### src/rtl/ssm_pkg.sv
// Shared definitions for the ssm sample-path blocks: packet word width,
// header codes carried in bits [133:132], and the arbiter state encoding.
package ssm_pkg;

  localparam int PKT_W = 134;

  localparam logic [1:0] HDR_HEAD = 2'b01;
  localparam logic [1:0] HDR_BODY = 2'b11;
  localparam logic [1:0] HDR_TAIL = 2'b10;

  typedef enum logic [1:0] {
    IDLE_S  = 2'd0,
    GRANT_S = 2'd1,
    SEND_S  = 2'd2
  } arb_state_t;

  function automatic logic [1:0] hdr_of(input logic [PKT_W-1:0] word);
    return word[PKT_W-1 -: 2];
  endfunction

endpackage

### src/rtl/ssm_sample_arb_rr_pick.sv
// rr_pick: combinational rotating-priority picker. The channel just after
// last_grant has highest priority, wrapping modulo NUM_CH.
module rr_pick #(
  parameter int NUM_CH = 4,
  parameter int CH_W   = 2
) (
  input  logic [NUM_CH-1:0] req,
  input  logic [CH_W-1:0]   last_grant,
  output logic [CH_W-1:0]   gnt_idx,
  output logic              gnt_vld
);

  // Scan farthest-to-nearest so the nearest requester after last_grant wins.
  always_comb begin
    logic [CH_W-1:0] pos;
    pos     = '0;
    gnt_idx = '0;
    gnt_vld = 1'b0;
    for (int i = NUM_CH; i >= 1; i--) begin
      pos = CH_W'((int'(last_grant) + i) % NUM_CH);
      if (req[pos]) begin
        gnt_idx = pos;
        gnt_vld = 1'b1;
      end
    end
  end

endmodule

### src/rtl/ssm_sample_arb.sv
// ssm_sample_arb: round-robin whole-packet scheduler merging NUM_CH sampled
// streams onto one 134-bit report path, stamping source channel and counting.
module ssm_sample_arb
  import ssm_pkg::*;
#(
  parameter string PLATFORM = "Xilinx-OpenBOX-S4",
  parameter int    NUM_CH   = 4,
  parameter int    CH_W     = 2
) (
  input  logic                     clk,
  input  logic                     rst,
  input  logic                     cnt_rst,
  input  logic [NUM_CH-1:0]        ch_valid_empty,
  output logic [NUM_CH-1:0]        ch_valid_rd,
  input  logic [NUM_CH-1:0]        ch_data_empty,
  input  logic [PKT_W*NUM_CH-1:0]  ch_data_rdata,
  output logic [NUM_CH-1:0]        ch_data_rd,
  input  logic                     pktout_data_alf,
  output logic [PKT_W-1:0]         pktout_data,
  output logic                     pktout_data_wr,
  output logic                     pktout_data_valid,
  output logic                     pktout_data_valid_wr,
  output logic [CH_W-1:0]          pktout_src_ch,
  output logic [31:0]              pkt_num,
  output logic [15:0]              err_num
);

  if (PLATFORM == "") begin : g_untagged
  end

  arb_state_t       state;
  logic [CH_W-1:0]  grant;
  logic [CH_W-1:0]  last_grant;
  logic [CH_W-1:0]  gnt_idx;
  logic             gnt_vld;
  logic             first_word;
  logic             pop;
  logic             is_tail;
  logic [PKT_W-1:0] cur_word;
  logic [PKT_W-1:0] rdata_arr [NUM_CH];

  rr_pick #(.NUM_CH(NUM_CH), .CH_W(CH_W)) u_pick (
    .req        (~ch_valid_empty),
    .last_grant (last_grant),
    .gnt_idx    (gnt_idx),
    .gnt_vld    (gnt_vld)
  );

  always_comb begin
    for (int i = 0; i < NUM_CH; i++) begin
      rdata_arr[i] = ch_data_rdata[i*PKT_W +: PKT_W];
    end
  end

  // Data FIFOs are FWFT, so the pop must be combinational with the visible head word.
  always_comb begin
    cur_word          = rdata_arr[grant];
    is_tail           = (hdr_of(cur_word) == HDR_TAIL);
    pop               = (state == SEND_S) && !ch_data_empty[grant];
    ch_data_rd        = '0;
    ch_data_rd[grant] = pop;
  end

  always_ff @(posedge clk) begin
    if (rst) begin
      state                <= IDLE_S;
      grant                <= '0;
      last_grant           <= CH_W'(NUM_CH - 1);
      first_word           <= 1'b0;
      ch_valid_rd          <= '0;
      pktout_data          <= '0;
      pktout_data_wr       <= 1'b0;
      pktout_data_valid    <= 1'b0;
      pktout_data_valid_wr <= 1'b0;
      pktout_src_ch        <= '0;
    end else begin
      ch_valid_rd          <= '0;
      pktout_data_wr       <= pop;
      pktout_data_valid    <= 1'b0;
      pktout_data_valid_wr <= 1'b0;
      if (pop) pktout_data <= cur_word;
      case (state)
        IDLE_S: begin
          if (!pktout_data_alf && gnt_vld) begin
            grant                <= gnt_idx;
            ch_valid_rd[gnt_idx] <= 1'b1;
            state                <= GRANT_S;
          end
        end
        GRANT_S: begin
          pktout_src_ch <= grant;
          first_word    <= 1'b1;
          state         <= SEND_S;
        end
        SEND_S: begin
          if (pop) begin
            first_word <= 1'b0;
            if (is_tail) begin
              pktout_data_valid    <= 1'b1;
              pktout_data_valid_wr <= 1'b1;
              last_grant           <= grant;
              state                <= IDLE_S;
            end
          end
        end
        default: state <= IDLE_S;
      endcase
    end
  end

  // Statistics clear takes priority over a same-cycle increment.
  always_ff @(posedge clk) begin
    if (rst || cnt_rst) begin
      pkt_num <= '0;
      err_num <= '0;
    end else begin
      if (pop && is_tail) pkt_num <= pkt_num + 32'd1;
      if (pop && first_word && hdr_of(cur_word) != HDR_HEAD && err_num != 16'hFFFF)
        err_num <= err_num + 16'd1;
    end
  end

endmodule

### config.mk
export PLATFORM = sky130hd
export DESIGN_NAME = ssm_sample_arb
export DESIGN_NICKNAME = d
export VERILOG_FILES = /design/src/rtl/ssm_pkg.sv /design/src/rtl/ssm_sample_arb_rr_pick.sv /design/src/rtl/ssm_sample_arb.sv
export SDC_FILE = /design/constraint.sdc
export NUM_CORES = 1
export LEC_CHECK = 0
export BUFFER_PORTS_ARGS = -buffer_cell sky130_fd_sc_hd__buf_2
export CORE_AREA = 2 2 291 293
export DETAILED_ROUTE_END_ITERATION = 6
export DIE_AREA = 0 0 293 295
export HOLD_SLACK_MARGIN = 0.03
export PLACE_DENSITY = 0.41
export SLEW_MARGIN = 20
export SYNTH_ARGS = -nofsm -noshare
export SYNTH_HDL_FRONTEND = slang
export SYNTH_HIERARCHICAL = 1
export SYNTH_SLANG_ARGS = --single-unit
### constraint.sdc
create_clock -name clk -period 5.2 [get_ports clk]
set_input_delay 0 -clock clk [delete_from_list [all_inputs] [get_ports clk]]
set_output_delay 0 -clock clk [all_outputs]
set_load 0.01 [all_outputs]
==> reports/metrics.cfg, run 1 <==
[setup_path]
crit_required_ns = 5.55
path_class = reg -> reg
path_delay_family = buffers and inverters
path_common_cell = buf_4
end_kind = flop
start_kind = flop
cp_max_fo = 40
cp_slowest_cell = dfxtp_4
worstPathCellList = buf_4, buf_4, mux4_2, dlygate4sd3_1, nand2_1, a21oi_1
slowest_delay_ns = 0.68
arrival_ns = 3.80
critPathBufInv = 3

[place]
routabilityCongestion = 0.917
portBuffers = 742
post_dp_cell_area_um2 = 15600
dp_hpwl_mm = 47.6

[floorplan]
rows = 106
die_h_um = 295
pin_count = 743
initial_utilization = 0.129
fp.dieW_um = 293
dieArea_um2 = 86400
core_um2 = 83200

[clocking]
path_clk_slew_ns = 0.08
ctsHoldBuffers = 254
cts_num_sinks = 197
cts_made_buffers = 17
cts_tree = yes
insertion_delay_ns = 0.49
h-tree-depth = 4
cts_setup_buffers = 0
cts_resized = 0
clockBufferDepth = 2
cts-root-buf = clkbuf_16

[global_routing]
grt_pass1_vias = 12959
track_usage = 0.134
grt-ovfl-total = 0
grt_pass1_wl_mm = 85.2
grt_max_degree = 148
grt_antenna_before_repair = 8

[sta]
maxSlewViolCount = 0
finalCriticalPeriod_ns = 3.45
tightestPinTransition_ns = 0.993
finalHoldViolCount = 0
period_share = 0.663
setup_viol = 0
setup_tns_ns = 0
skew_ns = 0.00893
clock.fmax_ghz = 0.290
hold_ws_ns = 0.0831
max_slew_margin = 0.329
rsz0062_at_grt = no

[logic_synthesis]
yosysWarnings = 6
synthFlopType = dfxtp_1
ys_ff_latch = 197
synth_cells = 1116
ys_seq_area_frac = 0.367
synthArstFlopShare = 0
ys_types = 49
syn_area_um2 = 10800
synth_nets = 1666
synth_edf_count = 0
synth_area_per_cell_um2 = 9.64

[drt]
post-route-drc-count = 0
wl_mm = 59.8
avgViaCountPerCell = 4.07
drtIter0Drc = 656
ant_nets = 0
drt-wirelength-per-cell_um = 19.0
vias = 12785
firstDrtPassIters = 5

[pwr]
powerDensity_nw_per_um2 = 210
peakVddDrop_mv = 0.243
cellLeakagePower_nw = 7.64
power.total_mw = 3.93

[layout]
drive_gt1_frac = 0.450
postLayoutCellArea_um2 = 18700
fin_nets = 2600
area_delta_synth_final_pct = 74.1

[outcome]
status = complete, no violations

[flow_run]
cap_violations = 0

[min_path]
hold_path.class = in -> reg

[per-layer routing]
| layer | GRT usage | up-vias | routed length [um] |
|---|---|---|---|
| li1 | - | 5976 | - |
| met1 | 0.167 | 6220 | 25000 |
| met2 | 0.209 | 538 | 27300 |
| met3 | 0.0590 | 43 | 6220 |
| met4 | 0.0403 | 8 | 1120 |
| met5 | 0 | - | 48 |
[cell usage after synthesis (all sizes together) (4+ instances only)]
cell | n | share of area
a21oi | 172 | 0.080
and3 | 8 | 0.0047
and4 | 5 | 0.0041
buf | 21 | 0.0093
clkbuf | 70 | 0.024
dfxtp | 197 | 0.37
inv | 10 | 0.0035
mux2i | 7 | 0.0065
mux4 | 134 | 0.28
nand2 | 300 | 0.10
nand2b | 8 | 0.0047
nand3 | 20 | 0.0093
nand4 | 14 | 0.0081
nand4b | 5 | 0.0041
nor2 | 30 | 0.010
nor3 | 8 | 0.0037
nor4 | 8 | 0.0052
o21a | 4 | 0.0028
o21ai | 14 | 0.0065
o31ai | 17 | 0.012
or3 | 5 | 0.0029
or4 | 19 | 0.013
xnor2 | 8 | 0.0065
xor2 | 4 | 0.0033
[worst paths after layout]
check	from	to	slack [ns]	cells after the start
hold / removal	ch_data_rdata[125]	pktout_data[125]$_SDFFE_PP0P_	0.08	4
hold reg to reg	pktout_data[98]$_SDFFE_PP0P_	pktout_data[98]$_SDFFE_PP0P_	0.45	2
setup reg to reg	grant[0]$_SDFFE_PP0P_	pktout_data[25]$_SDFFE_PP0P_	1.75	6
setup / recovery	grant[0]$_SDFFE_PP0P_	pktout_data[25]$_SDFFE_PP0P_	1.75	6
[through the flow]
step / util / instances / setup WS [ns]
3_5_place_dp: 0.187 / 2857 / 2.03
2_1_floorplan: - / 1116 / 2.81
6_report: 0.225 / 3145 / 1.75
4_1_cts: 0.225 / 3142 / 1.62
3_3_place_gp: 0.187 / 2857 / 2.11
5_1_grt: 0.225 / 3144 / 1.43
[where the power goes]
part,internal [mW],switching [mW]
Sequential,1.54,0.0325
Clock,0.772,0.674
Combinational,0.549,0.361
[layout by cell type, fill, tap and decap left out, drive strengths merged, types with 7 or more instances in the layout]
cell / n
inv: 13
buf: 752
a21oi: 172
clkbuf: 21
nor4: 8
nand2b: 8
and3: 8
o31ai: 17
nand3: 20
mux4: 134
nand4: 14
nand2: 300
nor2: 30
xnor2: 8
mux2i: 7
dlygate4sd3: 254
or4: 19
dfxtp: 197
nor3: 8
o21ai: 14
[area by class of cell]
class | instances | area, um^2
Fill cell | 9157 | 64400
Multi-Input combinational cell | 818 | 6430
Timing Repair Buffer | 1006 | 6350
Sequential cell | 197 | 3950
Tap cell | 1080 | 1350
Clock buffer | 21 | 450
Clock inverter | 10 | 148
Inverter | 10 | 37.5
Antenna cell | 3 | 7.51
[kinds of logic (layout without fill, tap and decap cells)]
kind of cell	count (synthesis)	after routing	share of synthesized area
AOI/OAI and AO/OA	216	216	0.109
xor gates and xnor gates	12	12	0.00977
adders and majority gates	2	2	0.00233
buffers and inverters	101	1047	0.0372
DFF	197	197	0.367
muxes	141	141	0.287
other	0	3	0
and+or+nand+nor	447	447	0.188
[tightest hold or removal path, stage by stage]
cell     delay [ns]
buf_2          0.08
mux4_2         0.25
nand2_1        0.06
a21oi_1        0.13
[sequential cells by signal, indices dropped and copies added (netlist names), 2 cells and up]
name / cells
grant: 2
pktout_data: 134
err_num: 16
state: 2
pkt_num: 32
ch_valid_rd: 4
last_grant: 2
pktout_src_ch: 2
Note: power is estimated with default switching activity, not from simulation.
==> run 2: changes to the inputs <==
--- a/config.mk
+++ b/config.mk
@@ -10,7 +10,7 @@
 export DETAILED_ROUTE_END_ITERATION = 6
 export DIE_AREA = 0 0 293 295
 export HOLD_SLACK_MARGIN = 0.03
-export PLACE_DENSITY = 0.41
+export PLACE_DENSITY = 0.42
 export SLEW_MARGIN = 20
 export SYNTH_ARGS = -nofsm -noshare
 export SYNTH_HDL_FRONTEND = slang
==> constraint.sdc (replaced) <==
create_clock -name clk -period 2.81 [get_ports clk]
set_input_delay 0 -clock clk [delete_from_list [all_inputs] [get_ports clk]]
set_output_delay 0 -clock clk [all_outputs]
set_load 0.01 [all_outputs]
==> reports/metrics.cfg, run 2 (synthesis results as in run 1) <==
[global_routing]
use_met3 = 0.0650  ; +0.00594
grt_max_degree = 99  ; -33%
grt_pass1_vias = 12867  ; -0.71%
grt_use_met2 = 0.207  ; -0.00127
grt_antenna_before_repair = 18  ; +10
grt-ovfl-total = 0  ; unchanged
grt_pass1_wl_mm = 85.5  ; +0.33%
met1_usage = 0.165  ; -0.00160
busiest_layer = met2
track_usage = 0.136  ; +0.00146

[setup_path]
end_kind = flop
cp_max_fo = 47  ; +18%
arrival_ns = 3.03  ; -0.77 ns
path_depth = 6  ; unchanged
crit_required_ns = 3.15  ; -2.40 ns
cp_slowest_cell = buf_4
slowest_delay_ns = 0.57  ; -0.11 ns
path_common_cell = buf_4
critPathBufInv = 3  ; unchanged
start_kind = flop
path_delay_family = buffers and inverters
path_class = reg -> reg
worstPathCellList = buf_4, buf_4, mux4_2, dlygate4sd3_1, nand2_1, a21oi_1
rr_worst_depth = 6  ; unchanged

[sta]
rsz0062_at_grt = no
setup_viol = 0  ; unchanged
tightestPinTransition_ns = 0.857  ; -0.136 ns
setup_tns_ns = 0  ; unchanged
period_share = 0.957  ; +0.294
max_slew_margin = 0.429  ; +0.0999
finalHoldViolCount = 0  ; unchanged
clock.fmax_ghz = 0.372  ; +28%
finalCriticalPeriod_ns = 2.69  ; -0.757 ns
skew_ns = 0.00948  ; +0.000541 ns
maxSlewViolCount = 0  ; unchanged

[flow_run]
cap_violations = 0  ; unchanged

[clocking]
insertion_delay_ns = 0.48  ; about the same
cts-root-buf = clkbuf_16
cts_tree = yes
path_clk_slew_ns = 0.08  ; about the same
cts_made_buffers = 17  ; unchanged
h-tree-depth = 4  ; unchanged
clockBufferDepth = 2  ; unchanged
cts_num_sinks = 197  ; unchanged

[layout]
top_regs = pktout_data (134), pkt_num (32), err_num (16)
drive_gt1_frac = 0.459  ; +0.00881
area_delta_synth_final_pct = 74.6
fin_nets = 2603  ; +0.12%
largest_reg_flops = 134  ; unchanged
stdcell_count = 3160  ; +0.48%
regMostFlops = pktout_data
layout_common_cells = 741 x buf_2, 300 x nand2_1, 240 x dlygate4sd3_1
final_common_cell = buf_2

[floorplan]
pin_count = 743  ; unchanged
die_h_um = 295  ; unchanged
dieArea_um2 = 86400  ; unchanged
fp.dieW_um = 293  ; unchanged
core_um2 = 83200  ; unchanged
rows = 106  ; unchanged
initial_utilization = 0.129  ; unchanged

[min_path]
hold_path.class = in -> reg
min_path_cells = 4  ; unchanged

[drt]
firstDrtPassIters = 5  ; unchanged
drt-wirelength-per-cell_um = 19.3  ; +1.3%
drtIter0Drc = 541  ; -18%
vias = 12770  ; -0.12%
post-route-drc-count = 0  ; unchanged
ant_nets = 0  ; unchanged
avgViaCountPerCell = 4.04  ; -0.59%
wl_mm = 60.8  ; +1.8%

[pwr]
powerDensity_nw_per_um2 = 384  ; +83%
peakVddDrop_mv = 0.474  ; +95%
cellLeakagePower_nw = 7.68  ; +0.53%

[place]
routabilityCongestion = 0.883  ; -3.7%
placed_cells = 2874  ; +0.60%
portBuffers = 742  ; unchanged
dp_hpwl_mm = 48.5  ; +1.9%

[outcome]
status = complete, no violations

run 2: power by group:
group | internal (mW) | switching [mW] | leakage (nW)
clock network | 1.31 | 1.29 | 0.282
registers | 2.86 | 0.0426 | 1.59
logic | 1.01 | 0.689 | 5.81
total | 5.19 | 2.02 | 7.68
run 2: area by class of cell:
cell class	count	area (um^2)
diodes	14	35.0
clock buffers	20	468
clock inverters	12	116
fillers	9231	64400
inverters	10	37.5
multi-input cells	818	6430
flip-flops and latches	197	3950
well taps	1080	1350
repair buffers	1009	6400
run 2: worst reg2reg max path, delay by kind of cell, from the launching register on:
kind,cells,cell delay [ns]
flip-flops,1,0.41
buffers and inverters,3,1.47
multiplexers,1,0.49
AND/OR/NAND/NOR,1,0.11
AO/OA/AOI/OAI,1,0.07
run 2: metal layers:
metal	routed length, um	part of all wire	up-vias
met2	27400	0.45	498
met3	6660	0.11	70
li1	-	-	6002
met4	1380	0.023	8
met1	25400	0.42	6192
met5	50	0.00082	-
run 2: through the flow:
stage                     worst slack [ns]  hold slack (ns)  total power [mW]   util  cell area (um^2)
final                                0.122           0.0791              7.21  0.226             18800
after global routing               0.00286           0.0640              7.59  0.226             18800
after CTS                            0.109           0.0348              7.38  0.226             18800
after detailed placement             0.252            0.245              4.31  0.190             15800
after global placement               0.256            0.249              4.31  0.190             15800
after floorplan                      0.417           0.0504              3.61      -             10800
run 2: final timing paths:
path,startpoint,to,slack [ns]
worst min register to register,pktout_data[104]$_SDFFE_PP0P_,pktout_data[104]$_SDFFE_PP0P_,0.45
worst max-delay path,grant[1]$_SDFFE_PP0P_,pktout_data[23]$_SDFFE_PP0P_,0.12
worst min-delay path,ch_data_rdata[469],pktout_data[67]$_SDFFE_PP0P_,0.08
worst max register to register,grant[1]$_SDFFE_PP0P_,pktout_data[23]$_SDFFE_PP0P_,0.12
run 2: what timing repair did:
item / CTS / global route
buffers inserted: 0 / 0
hold endpoints to repair: 132 / 0
hold buffers: 240 / 0
gates resized for setup: 0 / 0
==> run 3: changes to the inputs <==
--- a/config.mk
+++ b/config.mk
@@ -7,6 +7,8 @@
 export LEC_CHECK = 0
 export BUFFER_PORTS_ARGS = -buffer_cell sky130_fd_sc_hd__buf_2
 export CORE_AREA = 2 2 291 293
+export CTS_BUF_LIST = sky130_fd_sc_hd__clkbuf_8
+export CTS_CLUSTER_SIZE = 8
 export DETAILED_ROUTE_END_ITERATION = 6
 export DIE_AREA = 0 0 293 295
 export HOLD_SLACK_MARGIN = 0.03
==> reports/metrics.cfg, run 3 (synthesis results as in run 1) <==
[clocking]
insertion_delay_ns = 0.56  ; +0.08 ns
clockBufferDepth = 2  ; unchanged
cts_made_buffers = 17  ; unchanged
cts_tree = yes
cts_num_sinks = 197  ; unchanged
cts_setup_buffers = 0  ; unchanged
h-tree-depth = 4  ; unchanged
cts-root-buf = clkbuf_8
path_clk_slew_ns = 0.11  ; +0.03 ns

[layout]
area_delta_synth_final_pct = 76.2
fin_nets = 2638  ; +1.3%
nFillCells = 9210  ; -0.23%
final_util = 0.228  ; +0.00211
layout_common_cells = 741 x buf_2, 300 x nand2_1, 275 x dlygate4sd3_1
multi_input_area_um2 = 6430  ; unchanged
drive_gt1_frac = 0.451  ; -0.00764
final_common_cell = buf_2
largest_reg_flops = 134  ; unchanged
top_regs = pktout_data (134), pkt_num (32), err_num (16)
regArea_um2 = 3950  ; unchanged
regMostFlops = pktout_data

[sta]
period_share = 0.932  ; -0.0251
finalCriticalPeriod_ns = 2.62  ; -0.0704 ns
finalHoldViolCount = 0  ; unchanged
setup_tns_ns = 0  ; unchanged
setup_viol = 0  ; unchanged
rsz0062_at_grt = no
tightestPinTransition_ns = 0.872  ; +0.0152 ns
clock.fmax_ghz = 0.382  ; +2.7%
maxSlewViolCount = 0  ; unchanged
skew_ns = 0.0116  ; +0.00215 ns
max_slew_margin = 0.418  ; -0.0101

[floorplan]
initial_utilization = 0.129  ; unchanged
pin_count = 743  ; unchanged
die_h_um = 295  ; unchanged
core_um2 = 83200  ; unchanged
fp.dieW_um = 293  ; unchanged
dieArea_um2 = 86400  ; unchanged
rows = 106  ; unchanged

[place]
dp_hpwl_mm = 48.5  ; unchanged
routabilityCongestion = 0.883  ; unchanged
portBuffers = 742  ; unchanged

[drt]
ant_nets = 0  ; unchanged
firstDrtPassIters = 5  ; unchanged
drtIter0Drc = 584  ; +7.9%
drt-wirelength-per-cell_um = 19.1  ; -0.69%
vias = 12933  ; +1.3%
avgViaCountPerCell = 4.04  ; about the same
post-route-drc-count = 0  ; unchanged
wl_mm = 61.1  ; +0.51%

[pwr]
cellLeakagePower_nw = 7.75  ; +0.85%
p_comb_frac = 0.262  ; +0.026
powerDensity_nw_per_um2 = 354  ; -7.8%
p_int_mw = 4.74  ; -8.5%
switching_share = 0.293  ; +0.0124
peakVddDrop_mv = 0.331  ; -30%
power_switching_mw = 1.97  ; -2.8%
power.share.clock = 0.305  ; -0.056
pwr-share-seq = 0.433  ; +0.031

[setup_path]
rrSetupSlack_ns = 0.19  ; +0.07 ns
cp_max_fo = 47  ; unchanged
rr_worst_depth = 6  ; unchanged
end_kind = flop
rr_endpoint = pktout_data[65]$_SDFFE_PP0P_
r2r_start = grant[1]$_SDFFE_PP0P_
start_kind = flop
crit_required_ns = 3.22  ; +0.07 ns
arrival_ns = 3.03  ; about the same
path_class = reg -> reg

[global_routing]
grt_max_degree = 99  ; unchanged
grt_antenna_before_repair = 21  ; +3
grt_pass1_wl_mm = 86.0  ; +0.62%
track_usage = 0.136  ; +0.000555
grt-ovfl-total = 0  ; unchanged
grt_pass1_vias = 13050  ; +1.4%

[min_path]
hold_path.class = in -> reg
min_path_cells = 5  ; +1
min_to = ch_valid_rd[3]$_SDFF_PP0_
min-delay-start = ch_valid_empty[3]

[outcome]
status = complete, no violations

[flow_run]
cap_violations = 0  ; unchanged

[run 3: cell count changes in the layout (fill, tap and decap cells not counted)]
cell,previous run,this run
buf_4,21,20
clkbuf_16,18,0
dlygate4sd3_1,240,275
bufinv_16,1,2
diode_2,14,17
clkbuf_8,1,18
buf_6,1,2
inv_1,10,11
clkbuf_1,1,0
[run 3: metal layers]
layer / up-vias / GRT usage / share of wire
met2: 503 / 0.206 / 0.45
met4: 8 / 0.0493 / 0.026
li1: 6079 / - / -
met1: 6266 / 0.165 / 0.41
met3: 77 / 0.0666 / 0.11
met5: - / 0.0161 / 0.00082
[run 3: cell type report]
| cell class | count | share of cell area |
|---|---|---|
| clock inverters | 14 | 0.00792 |
| well taps | 1080 | 0.0713 |
| clock buffers | 18 | 0.0131 |
| repair buffers | 1044 | 0.356 |
| multi-input cells | 818 | 0.339 |
| diodes | 17 | 0.00224 |
| inverters | 10 | 0.00198 |
| flip-flops and latches | 197 | 0.208 |
[run 3: worst max path at each step]
| stage | from | slack (ns) | cells after the start | endpoint |
|---|---|---|---|---|
| final | grant[1]$_SDFFE_PP0P_ | 0.19 | 6 | pktout_data[65]$_SDFFE_PP0P_ |
| after global placement | grant[0]$_SDFFE_PP0P_ | 0.26 | 5 | err_num[13]$_SDFFE_PP0P_ |
| after floorplan | grant[0]$_SDFFE_PP0P_ | 0.42 | 7 | err_num[11]$_SDFFE_PP0P_ |
| after detailed placement | grant[0]$_SDFFE_PP0P_ | 0.25 | 5 | err_num[15]$_SDFFE_PP0P_ |
| after global routing | grant[0]$_SDFFE_PP0P_ | 0.11 | 5 | pktout_data[82]$_SDFFE_PP0P_ |
| after CTS | grant[1]$_SDFFE_PP0P_ | 0.009 | 6 | pktout_data[65]$_SDFFE_PP0P_ |
[run 3: power by group through the flow]
stage / combinational, mW / sequential, mW / clock, mW
floorplan: 0.617 / 2.99 / 0
global placement: 1.34 / 2.97 / 0
detailed placement: 1.34 / 2.97 / 0
CTS: 1.77 / 2.90 / 2.20
global route: 1.90 / 2.91 / 2.28
finish: 1.76 / 2.90 / 2.05
[run 3: timing repair]
action,4_1_cts,5_1_grt
endpoints found under the hold margin,149,0
hold buffers,275,0
resized for setup,0,1
setup endpoints to repair,0,5
[run 3: metrics by stage]
step | hold slack (ns) | total power, mW | std cells | instance area (um^2) | setup slack (ns)
2_1_floorplan | 0.0504 | 3.61 | 1116 | 10800 | 0.417
3_3_place_gp | 0.249 | 4.31 | 2874 | 15800 | 0.256
3_5_place_dp | 0.245 | 4.31 | 2874 | 15800 | 0.252
4_1_cts | 0.0399 | 6.87 | 3181 | 18900 | 0.00945
5_1_grt | 0.109 | 7.09 | 3197 | 19000 | 0.108
6_report | 0.116 | 6.71 | 3198 | 19000 | 0.192
[run 3: worst max-delay path, cell delays in order (launching register included)]
cell and delay, ns:
dfxtp_4 0.42, buf_4 0.32, buf_6 0.41, mux4_2 0.42
dlygate4sd3_1 0.63, nand2_1 0.10, a21oi_1 0.06
